--- config.mk ---
export PLATFORM = sky130hd
export DESIGN_NAME = rng_collector
export DESIGN_NICKNAME = d
export VERILOG_FILES = /design/src/rtl/rng_pkg.sv /design/src/rtl/rng_health_rct.sv /design/src/rtl/rng_collector.sv
export SDC_FILE = /design/constraint.sdc
export NUM_CORES = 1
export LEC_CHECK = 0
export BUFFER_PORTS_ARGS = -buffer_cell sky130_fd_sc_hd__buf_2
export CAP_MARGIN = 40
export CORE_ASPECT_RATIO = 0.7
export CORE_MARGIN = 8
export CORE_UTILIZATION = 58
export CTS_CLUSTER_DIAMETER = 200
export DETAILED_ROUTE_END_ITERATION = 6
export GPL_TIMING_DRIVEN = 0
export PLACE_DENSITY_LB_ADDON = 0.12
export SLEW_MARGIN = 0
export SYNTH_ARGS = -nofsm -noshare
export SYNTH_HDL_FRONTEND = slang
export SYNTH_HIERARCHICAL = 1
export SYNTH_SLANG_ARGS = --single-unit
--- constraint.sdc ---
create_clock -name clk -period 3.4 [get_ports clk]
set_clock_uncertainty 0.05 [all_clocks]
set_input_delay 0.34 -clock clk [delete_from_list [all_inputs] [get_ports clk]]
set_output_delay 0.34 -clock clk [all_outputs]
set_load 0.02 [all_outputs]
--- src/rtl/rng_pkg.sv ---
// rtl/rng_pkg.sv - shared state type and default sizing for the TRNG collector
package rng_pkg;

  typedef enum logic [2:0] {
    ST_IDLE    = 3'd0,
    ST_WARMUP  = 3'd1,
    ST_COLLECT = 3'd2,
    ST_HOLD    = 3'd3,
    ST_FAIL    = 3'd4
  } rng_state_e;

  localparam int DEF_WORD_W     = 32;
  localparam int DEF_WARMUP     = 64;
  localparam int DEF_RCT_CUTOFF = 32;

endpackage

--- src/rtl/rng_health_rct.sv ---
// rtl/rng_health_rct.sv - repetition-count health test on the raw bit stream
// fail_o is combinational: it flags the sample that completes a run of CUTOFF identical bits.
module rng_health_rct #(
  parameter int CUTOFF = 32
) (
  input  logic clk,
  input  logic rst_n,
  input  logic clear_i,
  input  logic raw_bit_i,
  input  logic raw_valid_i,
  output logic fail_o
);

  localparam int CW = $clog2(CUTOFF + 1);

  logic [CW-1:0] run_q, run_d;
  logic          last_q, last_d;

  always_comb begin
    run_d  = run_q;
    last_d = last_q;
    fail_o = 1'b0;
    if (clear_i) begin
      run_d  = '0;
      last_d = 1'b0;
    end else if (raw_valid_i) begin
      last_d = raw_bit_i;
      // run_q == 0 means no sample seen since clear, so the first bit starts a run
      if (run_q == '0 || raw_bit_i != last_q) begin
        run_d = CW'(1);
      end else if (run_q != CW'(CUTOFF)) begin
        run_d = run_q + CW'(1);
      end
      fail_o = (run_d == CW'(CUTOFF));
    end
  end

  always_ff @(posedge clk or negedge rst_n) begin
    if (!rst_n) begin
      run_q  <= '0;
      last_q <= 1'b0;
    end else begin
      run_q  <= run_d;
      last_q <= last_d;
    end
  end

endmodule

--- src/rtl/rng_collector.sv ---
// rtl/rng_collector.sv - TRNG collector: warm-up, RCT health test, word packing
// Optional von Neumann debiasing of collected bits when RNG_VON_NEUMANN_EN is defined.
module rng_collector
  import rng_pkg::*;
#(
  parameter int WORD_W     = DEF_WORD_W,
  parameter int WARMUP     = DEF_WARMUP,
  parameter int RCT_CUTOFF = DEF_RCT_CUTOFF
) (
  input  logic              clk,
  input  logic              rst_n,
  input  logic              enable,
  output logic              osc_enable,
  input  logic              raw_bit,
  input  logic              raw_valid,
  output logic [WORD_W-1:0] word_out,
  output logic              word_valid,
  input  logic              word_ready,
  output logic              health_fail
);

  localparam int WW = $clog2(WARMUP + 1);
  localparam int BW = $clog2(WORD_W + 1);

  rng_state_e        state_q, state_d;
  logic [WW-1:0]     warm_q, warm_d;
  logic [BW-1:0]     bits_q, bits_d;
  logic [WORD_W-1:0] shreg_q, shreg_d;
  logic [WORD_W-1:0] word_q, word_d;
  logic              valid_q, valid_d;
  logic              osc_q, osc_d;
  logic              fail_q, fail_d;
  logic              acc, acc_bit;
  logic              rct_clear, rct_fail;
`ifdef RNG_VON_NEUMANN_EN
  logic              phase_q, phase_d;
  logic              first_q, first_d;
`endif

  assign rct_clear = !enable || state_q == ST_IDLE || state_q == ST_FAIL;

  rng_health_rct #(.CUTOFF(RCT_CUTOFF)) u_rct (
    .clk        (clk),
    .rst_n      (rst_n),
    .clear_i    (rct_clear),
    .raw_bit_i  (raw_bit),
    .raw_valid_i(raw_valid),
    .fail_o     (rct_fail)
  );

  always_comb begin
    state_d = state_q;
    warm_d  = warm_q;
    bits_d  = bits_q;
    shreg_d = shreg_q;
    word_d  = word_q;
    valid_d = valid_q;
    fail_d  = fail_q;
    acc     = 1'b0;
    acc_bit = raw_bit;
`ifdef RNG_VON_NEUMANN_EN
    phase_d = phase_q;
    first_d = first_q;
`endif
    if (state_q == ST_IDLE) begin
      if (enable) begin
        state_d = ST_WARMUP;
        warm_d  = '0;
      end
    end else if (state_q == ST_FAIL) begin
      state_d = ST_FAIL;
    end else if (!enable) begin
      state_d = ST_IDLE;
      warm_d  = '0;
      bits_d  = '0;
      shreg_d = '0;
      word_d  = '0;
      valid_d = 1'b0;
    end else if (rct_fail) begin
      // a coincident handshake still completes; the word just never reappears
      state_d = ST_FAIL;
      word_d  = '0;
      valid_d = 1'b0;
      fail_d  = 1'b1;
    end else if (state_q == ST_WARMUP) begin
      if (raw_valid) begin
        if (warm_q == WW'(WARMUP - 1)) begin
          state_d = ST_COLLECT;
          warm_d  = '0;
        end else begin
          warm_d = warm_q + WW'(1);
        end
      end
    end else if (state_q == ST_COLLECT) begin
`ifdef RNG_VON_NEUMANN_EN
      if (raw_valid) begin
        if (!phase_q) begin
          phase_d = 1'b1;
          first_d = raw_bit;
        end else begin
          phase_d = 1'b0;
          acc     = (first_q != raw_bit);
          acc_bit = first_q;
        end
      end
`else
      acc = raw_valid;
`endif
      if (acc) begin
        shreg_d = {shreg_q[WORD_W-2:0], acc_bit};
        if (bits_q == BW'(WORD_W - 1)) begin
          word_d  = {shreg_q[WORD_W-2:0], acc_bit};
          valid_d = 1'b1;
          bits_d  = '0;
          state_d = ST_HOLD;
        end else begin
          bits_d = bits_q + BW'(1);
        end
      end
    end else if (state_q == ST_HOLD) begin
      if (valid_q && word_ready) begin
        valid_d = 1'b0;
        state_d = ST_COLLECT;
      end
    end else begin
      state_d = ST_IDLE;
    end
`ifdef RNG_VON_NEUMANN_EN
    if (state_d == ST_COLLECT && state_q != ST_COLLECT) phase_d = 1'b0;
`endif
    osc_d = (state_d == ST_WARMUP || state_d == ST_COLLECT || state_d == ST_HOLD);
  end

  always_ff @(posedge clk or negedge rst_n) begin
    if (!rst_n) begin
      state_q <= ST_IDLE;
      warm_q  <= '0;
      bits_q  <= '0;
      shreg_q <= '0;
      word_q  <= '0;
      valid_q <= 1'b0;
      osc_q   <= 1'b0;
      fail_q  <= 1'b0;
`ifdef RNG_VON_NEUMANN_EN
      phase_q <= 1'b0;
      first_q <= 1'b0;
`endif
    end else begin
      state_q <= state_d;
      warm_q  <= warm_d;
      bits_q  <= bits_d;
      shreg_q <= shreg_d;
      word_q  <= word_d;
      valid_q <= valid_d;
      osc_q   <= osc_d;
      fail_q  <= fail_d;
`ifdef RNG_VON_NEUMANN_EN
      phase_q <= phase_d;
      first_q <= first_d;
`endif
    end
  end

  assign osc_enable  = osc_q;
  assign word_out    = word_q;
  assign word_valid  = valid_q;
  assign health_fail = fail_q;

endmodule

; Word-level counts from Yosys, hierarchy flattened
; Cells that the tools add are included.
[classes]
order_cmp = 0
eq_ne = 29
multipliers = 0
shifts = 0
mux = 56
reduce_logical = 15
div_mod_pow = 0
bitwise = 2
n_addsub = 3
[op_table]
columns = operator, n
row1 = two-way mux 32 bit, 6
row2 = two-way mux 31 bit, 5
row3 = two-way mux 6 bit, 12
row4 = two-way mux 7 bit, 8
row5 = two-way mux 3 bit, 13
row6 = != test 3 x 1 -> 1 bit (second input constant), 5
row7 = adder 6 x 1 -> 6 bit (second input constant), 2
row8 = == test 3 x 2 -> 1 bit (second input constant), 4
row9 = two-way mux 1 bit, 12
row10 = AND reduction 6 bit, 2
row11 = != test 2 bit (second input constant), 4
row12 = != test 4 x 1 -> 1 bit (second input constant), 2
row13 = adder 7 x 1 -> 7 bit (second input constant), 1
row14 = == test 7 x 6 -> 1 bit (second input constant), 1
row15 = AND reduction 7 bit, 1
row16 = == test 3 x 1 -> 1 bit (second input constant), 2
row17 = == test 6 x 5 -> 1 bit (second input constant), 1
row18 = == test 6 bit (second input constant), 1
row19 = zero test 6 bit, 1
row20 = != test 6 bit (second input constant), 1
row21 = logical OR 1 bit, 5
row22 = AND reduction 5 bit, 1
row23 = != test 2 x 1 -> 1 bit (second input constant), 2
row24 = != test 4 x 3 -> 1 bit (second input constant), 1
row25 = other kinds (11), 12
[word_totals]
in_bits = 6
mem_count = 0
output_inout_bits = 35
word_cells = 115
romBits = 0
reg_bits = 89
ramBits = 0
latch_bits = 0

; Logic depth before layout (Yosys ltp)
; Gate-level depths: netlist of the first run.
[depth]
ltp_word = 15
mapped_depth = 13
mapped_depth_nobuf = 10

; By module
; The synthesis of the first run kept the hierarchy.
[modules_own_cells]
columns = module, n_inst, cells_each, seq_area_each_um2, area_per_inst_um2
row1 = rng_collector, 1, 260, 2052.0, 3389.5
row2 = rng_health_rct, 1, 64, 175.2, 544.3

; Worst setup path before layout of the first run
; OpenSTA, ideal clock, no wires.
[synth_path]
path_kind = register to register
startpoint = register u_rct.run_q[0]
endpoint = register warm_q[4]
setup_ps = 124
n_path_buf = 0
stages_incl_launch_ff = 11
path_slack_ps = 717
period_less_slack_ps = 2683
required_ps = 3226
t_arrival_ps = 2509
cell_sequence = dfrtp_1 inv_1 ha_1 or4b_4 nor2_2 a21oi_1 a211oi_2 nor2b_1 o21ai_1 a2111oi_0 a211o_1
[synth_via]
elab_chain_len = 10
word_cells_on_any_way = 13
classes_between = add/sub: 1 / eq/ne: 3 / mux: 6 / reduce/logical: 3
[synth_lines]
columns = item, line_no
row1 = "start, declared", rng_health_rct.sv:16  ; logic [CW-1:0] run_q, run_d;
row2 = "start signal, assigned", rng_health_rct.sv:43  ; run_q <= run_d;
row3 = adder 6 x 1 -> 6 bit (tied with other cells), rng_health_rct.sv:32  ; run_d = run_q + CW'(1);
row4 = two-way mux 6 bit or logical OR 1 bit (tied branches), "rng_health_rct.sv:31, rng_health_rct.sv:29"
row5 = two-way mux 6 bit (*), rng_health_rct.sv:29  ; if (run_q == '0 || raw_bit_i != last_q) begin
row6 = two-way mux 6 bit (*), rng_health_rct.sv:26  ; end else if (raw_valid_i) begin
row7 = two-way mux 6 bit (*), rng_health_rct.sv:23  ; if (clear_i) begin
row8 = == test 6 bit (*), rng_health_rct.sv:34  ; fail_o = (run_d == CW'(CUTOFF));
row9 = two-way mux 1 bit (*), rng_health_rct.sv:26
row10 = two-way mux 1 bit (*), rng_health_rct.sv:23
row11 = via rct_fail, rng_collector.sv:34  ; logic rct_clear, rct_fail;
row12 = != test 3 x 2 -> 1 bit (no source line) (*), -
row13 = AND reduction 5 bit (no source line) (*), -
row14 = "end signal, assigned", rng_collector.sv:150  ; warm_q <= warm_d;
row15 = "end, declared", rng_collector.sv:26  ; logic [WW-1:0] warm_q, warm_d;
; The timed path passes the listed nets; every way through them passes the cells marked *. The select of a mux whose other input is x is not followed.
; A chain may end at the register's enable or synchronous reset.

; Final worst setup path of the first run
; Same ends and word-level chain as after synthesis.

==> flow_summary_export.csv, run 1 <==
group,metric,value,unit
floorplan,dieArea,0.00972,mm^2
timing,slew_viol_final,0,
route,avgViaCountPerCell,5.99,
worst_setup_path,cp_num_buf_inv,1,
worst_setup_path,criticalPathCategory,"flip-flop to flip-flop",
timing,finalCritPeriodShare,0.899,
worst_setup_path,crit_chain,"inv_1, ha_1, or4b_4, nor2_2, a21oi_1, a211oi_4, nor2b_1, o21ai_1, a2111oi_0, a211o_1",
route,num_vias,2844,
synth,ys_seq_area_frac,0.566,
route,first_pass_iters,5,
floorplan,die_h,84.9,um
worst_setup_path,crit_path_top_delay_cell,"or4b_4",
route,antenna_left,0,
synth,syn_area_per_cell,12.1,um^2
grt,antenna_found_initial,0,
clock_network,cts_setup_buffers,0,
synth,synth_largest_area_cell,"dfrtp_1",
clock_network,clock_path_buffers,2,
grt,grt_max_degree,60,
synth,synthesis.nets,334,
timing,tns,0,ps
final_layout,final_util,0.671,
final_layout,nNetsFinal,386,
final_layout,diodes,0,
floorplan,fp.dieW,114,um
final_layout,drive_gt1_frac,0.220,
timing,setup_viol,0,
synth,synth-seq-cells,89,
placed_design,placed_cells,458,
worst_setup_path,cp_max_fo,7,
placed_design,dp_hpwl,5.68,mm
pwr,p_total,1.86,mW
floorplan,core.rowCount,25,
worst_setup_path,critPathLaunchType,"flip-flop",
timing,rsz0062_at_grt,"false",
min_path,hold_class,"primary input to flip-flop",
timing,fmax,0.327,GHz
final_layout,layoutNonFillerInstCount,475,
synth,syn_inst,324,
pwr,powerDensity,417,mW/mm^2
pwr,ir_drop,224,uV
final_layout,final_cell_area,0.00447,mm^2
final_layout,area_growth_syn_to_layout,13.7,%
synth,yosysUniqueCellTypes,54,
job,cap_violations,0,
floorplan,core_area,0.00666,mm^2
synth,synthArstFlopShare,1.00,
synth,yosys_warnings,6,
timing,fin_crit,3060,ps
worst_setup_path,critPathCaptureType,"flip-flop",
grt,track_usage,0.177,
worst_setup_path,cp_slowest_stage_delay,500,ps
grt,grt_pass1_vias,2665,
worst_setup_path,cp.arrival,3250,ps
grt,overflow,0,
synth,post-synth-top-area-fraction,0.566,
clock_network,cts_root_buf,"clkbuf_8",
route,drc_errors,0,
worst_setup_path,cp_top_family,"compound AO/OA/AOI/OAI gates",
synth,synthFlopType,"dfrtp_1",
placed_design,port_buffers,39,
placed_design,place_area,0.00428,mm^2
grt,grt_pass1_wl,13.8,mm
clock_network,insertion_delay,360,ps
pwr,leakage,2.17,nW
clock_network,clk_pin_slew,90,ps
clock_network,cts_buffers,9,
clock_network,cts_sinks,89,
route,first_iter_violations,224,
route,routed_wl,8.26,mm
timing,relSlewSlack,0.575,
timing,report.final.hold_viol_count,0,
floorplan,start_util,0.590,
synth,synth_area,0.00393,mm^2
floorplan,ios,41,
clock_network,ctsHtreeMaxLevel,3,
worst_setup_path,required,3600,ps
placed_design,gp_congestion,0.875,
final_layout,layout_commonest_cell,"dfrtp_1",
outcome,status,"finished clean",
clock_network,cts_tree,"yes",
final_layout,layout_common_cells,"89 x dfrtp_1, 64 x a22o_1, 48 x buf_2",
timing,worst_pin_slew,635,ps
synth,synth-edff-count,0,
route,routedWlPerCell,17.4,um
synth,synthTopCellsByArea,"dfrtp_1 57%, a22o_1 14%, nand3_1 2.2%",
## cells by family after synthesis
group	count (synthesis)	share of synthesized area
muxes	5	0.0130
and+or+nand+nor	81	0.118
DFF	89	0.566
xor gates and xnor gates	1	0.00700
buffers and inverters	31	0.0547
AOI/OAI and AO/OA	113	0.228
adders and majority gates	4	0.0127
## timing repair
| item | 4_1_cts | 5_1_grt |
|---|---|---|
| resized for setup | 0 | 1 |
| hold buffers | 1 | 0 |
| hold endpoints to repair | 30 | 0 |
| endpoints found under the setup margin | 0 | 1 |
## synthesized netlist by cell type, drive strengths merged (2+ instances only)
cell type  number
a31oi           2
nand2          18
o21a            3
nand4           3
o21ai          12
a22o           64
a211oi          3
o31ai           3
o211ai          4
or3             5
or2             2
clkbuf          3
nand3          17
inv             9
and2            2
mux2i           4
buf            19
nor3            4
ha              4
nor2           10
o2111ai         2
dfrtp          89
nor2b           4
nor3b           5
nand2b          2
a21oi          10
and3            4
## sequential cells by signal (all words and copies together), names as in the netlist
signal	cells
word_out	32
word_valid	1
osc_enable	1
state_q	3
health_fail	1
warm_q	7
bits_q	6
u_rct/run_q	6
u_rct/last_q	1
shreg_q	31
## worst register-to-register path: cells and delay by family (launching register included)
family / cells / cell delay [ps]
AOI/OAI and AO/OA: 5 / 1450
adders and majority gates: 1 / 160
buffers and inverters: 1 / 110
DFF: 1 / 470
and+or+nand+nor: 3 / 720
## report_power, final
group          switching, mW  internal [mW]  total, mW
clock network          0.394          0.274      0.668
registers             0.0114           1.07       1.08
logic                 0.0806         0.0367      0.117
## path summary, 6_finish.rpt
path	startpoint	endpoint	slack [ps]	depth (start not counted)
max in group asynchronous	rst_n	word_out[8]	2280	3
min in group asynchronous	rst_n	warm_q[2]	400	2
max	u_rct/run_q[0]	warm_q[4]	340	10
min reg2reg	health_fail	health_fail	430	1
max reg2reg	u_rct/run_q[0]	warm_q[4]	340	10
min	raw_bit	shreg_q[0]	300	2
## stage by stage
| step | hold WS [ps] | setup WS, ps |
|---|---|---|
| after global routing | 273 | 154 |
| after global placement | 413 | 343 |
| after detailed placement | 264 | 275 |
| after CTS | 275 | 255 |
| final | 295 | 344 |
| after floorplan | -5.59 | 717 |
## routing by layer
metal / routed length, um / vias up / track usage / share of wire
met4: 55 / 0 / 0.0457 / 0.0067
li1: - / 1328 / - / -
met2: 3710 / 68 / 0.246 / 0.45
met1: 4020 / 1441 / 0.256 / 0.49
met5: 0 / - / 0 / 0
met3: 470 / 7 / 0.0581 / 0.057
## layout make-up
| class | count | area (um^2) |
|---|---|---|
| plain buffers | 22 | 181 |
| well taps | 94 | 118 |
| multi-input cells | 204 | 1500 |
| repair buffers | 41 | 235 |
| clock inverters | 6 | 51.3 |
| flip-flops and latches | 89 | 2230 |
| inverters | 9 | 33.8 |
| clock buffers | 10 | 128 |
| fillers | 523 | 2190 |
(Power assumes the default switching activity.)
==> run 2: changes to the inputs <==
Settings changed: CORE_MARGIN 8 to not set.
==> flow_summary_export.csv, run 2 (synthesized netlist as in run 1, its figures left out) <==
group,metric,value,unit
worst_setup_path,cp_max_fo,7,
clock_network,clock_path_buffers,2,
pwr,powerDensity,417,mW/mm^2
timing,report.final.hold_viol_count,0,
grt,grt_pass1_vias,2726,
grt,overflow,0,
placed_design,port_buffers,39,
worst_setup_path,critPathLaunchType,"flip-flop",
timing,rsz0062_at_grt,"false",
route,avgViaCountPerCell,6.05,
grt,grt_max_degree,46,
floorplan,dieArea,0.00712,mm^2
clock_network,insertion_delay,360,ps
grt,track_usage,0.243,
timing,slew_viol_final,0,
final_layout,layout_commonest_cell,"dfrtp_1",
final_layout,drive_gt1_frac,0.220,
route,first_pass_iters,5,
worst_setup_path,crit_end,"warm_q[4]",
clock_network,ctsHtreeMaxLevel,3,
final_layout,area_growth_syn_to_layout,13.6,%
worst_setup_path,crit_start,"u_rct/run_q[0]",
route,drc_errors,0,
final_layout,nNetsFinal,386,
placed_design,dp_hpwl,5.33,mm
timing,finalCritPeriodShare,0.909,
clock_network,cts_setup_buffers,0,
worst_setup_path,criticalPathCategory,"flip-flop to flip-flop",
min_path,hold_class,"primary input to flip-flop",
clock_network,cts_root_buf,"clkbuf_8",
clock_network,cts_tree,"yes",
route,num_vias,2855,
worst_setup_path,ff2ff_path_depth,10,
worst_setup_path,r2r-end,"warm_q[4]",
worst_setup_path,rr_startpoint,"u_rct/run_q[0]",
route,antenna_left,0,
clock_network,cts_sinks,89,
timing,holdWs,290,ps
route,routedWlPerCell,16.5,um
worst_setup_path,cp.arrival,3290,ps
route,routed_wl,7.77,mm
pwr,p_total,1.86,mW
pwr,p_sw_frac,0.253,
clock_network,cts_buffers,9,
grt,antenna_found_initial,0,
final_layout,fillers,495,
timing,setup_viol,0,
job,cap_violations,0,
pwr,p_sw,471,uW
floorplan,core.rowCount,24,
worst_setup_path,critPathCaptureType,"flip-flop",
timing,tns,0,ps
floorplan,start_util,0.615,
final_layout,largest_register_ffs,32,
worst_setup_path,regToRegSetupSlack,310,ps
pwr,p_int,1.39,mW
floorplan,fp.dieW,100,um
placed_design,dp_slack,254,ps
final_layout,final_cell_area,0.00447,mm^2
timing,layout_setup_ws,310,ps
grt,grt_pass1_wl,13.2,mm
final_layout,final_util,0.699,
placed_design,gp_congestion,0.849,
timing,fmax,0.324,GHz
clock_network,clk_pin_slew,90,ps
worst_setup_path,required,3600,ps
floorplan,ios,41,
floorplan,die_h,70.9,um
final_layout,layoutNonFillerInstCount,472,
pwr,clkPwrFrac,0.360,
pwr,leakage,2.18,nW
final_layout,multi_input_area,0.00150,mm^2
outcome,status,"finished clean",
pwr,combPwrFrac,0.062,
route,first_iter_violations,186,
timing,fin_crit,3090,ps
pwr,ir_drop,190,uV
timing,worst_pin_slew,599,ps
final_layout,layout_common_cells,"89 x dfrtp_1, 64 x a22o_1, 48 x buf_2",
placed_design,place_area,0.00427,mm^2
floorplan,core_area,0.00640,mm^2
final_layout,diodes,0,
placed_design,placed_cells,455,
timing,relSlewSlack,0.598,
pwr,seq_power_share,0.578,
final_layout,regArea,0.00223,mm^2
-- run 2: power groups by stage --
| stage | Sequential, mW | Clock (mW) | Combinational, mW |
|---|---|---|---|
| 3_5_place_dp | 1.10 | 0 | 0.116 |
| 5_1_grt | 1.08 | 0.728 | 0.132 |
| 3_3_place_gp | 1.10 | 0 | 0.108 |
| 4_1_cts | 1.08 | 0.684 | 0.117 |
| 2_1_floorplan | 1.10 | 0 | 0.0666 |
| 6_report | 1.08 | 0.670 | 0.116 |
-- run 2: cell type report --
class | count | share of cell area
Sequential cell | 89 | 0.498
Multi-Input combinational cell | 204 | 0.335
Timing Repair Buffer | 41 | 0.0526
Buffer | 22 | 0.0406
Clock buffer | 11 | 0.0316
Tap cell | 91 | 0.0255
Clock inverter | 5 | 0.00868
Inverter | 9 | 0.00756
-- run 2: how the worst min path moves through the flow --
stage	to	from	slack, ps	cells past startpoint
floorplan	bits_q[0]	rst_n	-6	0
global placement	health_fail	health_fail	410	1
detailed placement	u_rct/run_q[0]	rst_n	330	1
CTS	health_fail	enable	280	3
global route	health_fail	enable	280	3
finish	health_fail	enable	290	3
-- run 2: per-layer routing --
metal	track usage	part of all wire	routed length [um]	up-vias
li1	-	-	-	1335
met1	0.350	0.50	3880	1447
met2	0.363	0.46	3560	66
met3	0.0800	0.035	271	7
met4	0.0515	0.0078	61	0
met5	0	0	0	-
-- run 2: worst max-delay path, stage by stage (launching register included) --
cell       delay, ps
dfrtp_1          470
inv_1            120
ha_1             170
or4b_4           500
nor2_2           100
a21oi_1          110
a211oi_4         460
nor2b_1          120
o21ai_1          400
a2111oi_0        190
a211o_1          300
-- run 2: timing repair --
item | 4_1_cts | 5_1_grt
endpoints found under the setup margin | 0 | 2
resized for setup | 0 | 1
endpoints found under the hold margin | 44 | 0
hold buffers | 1 | 0
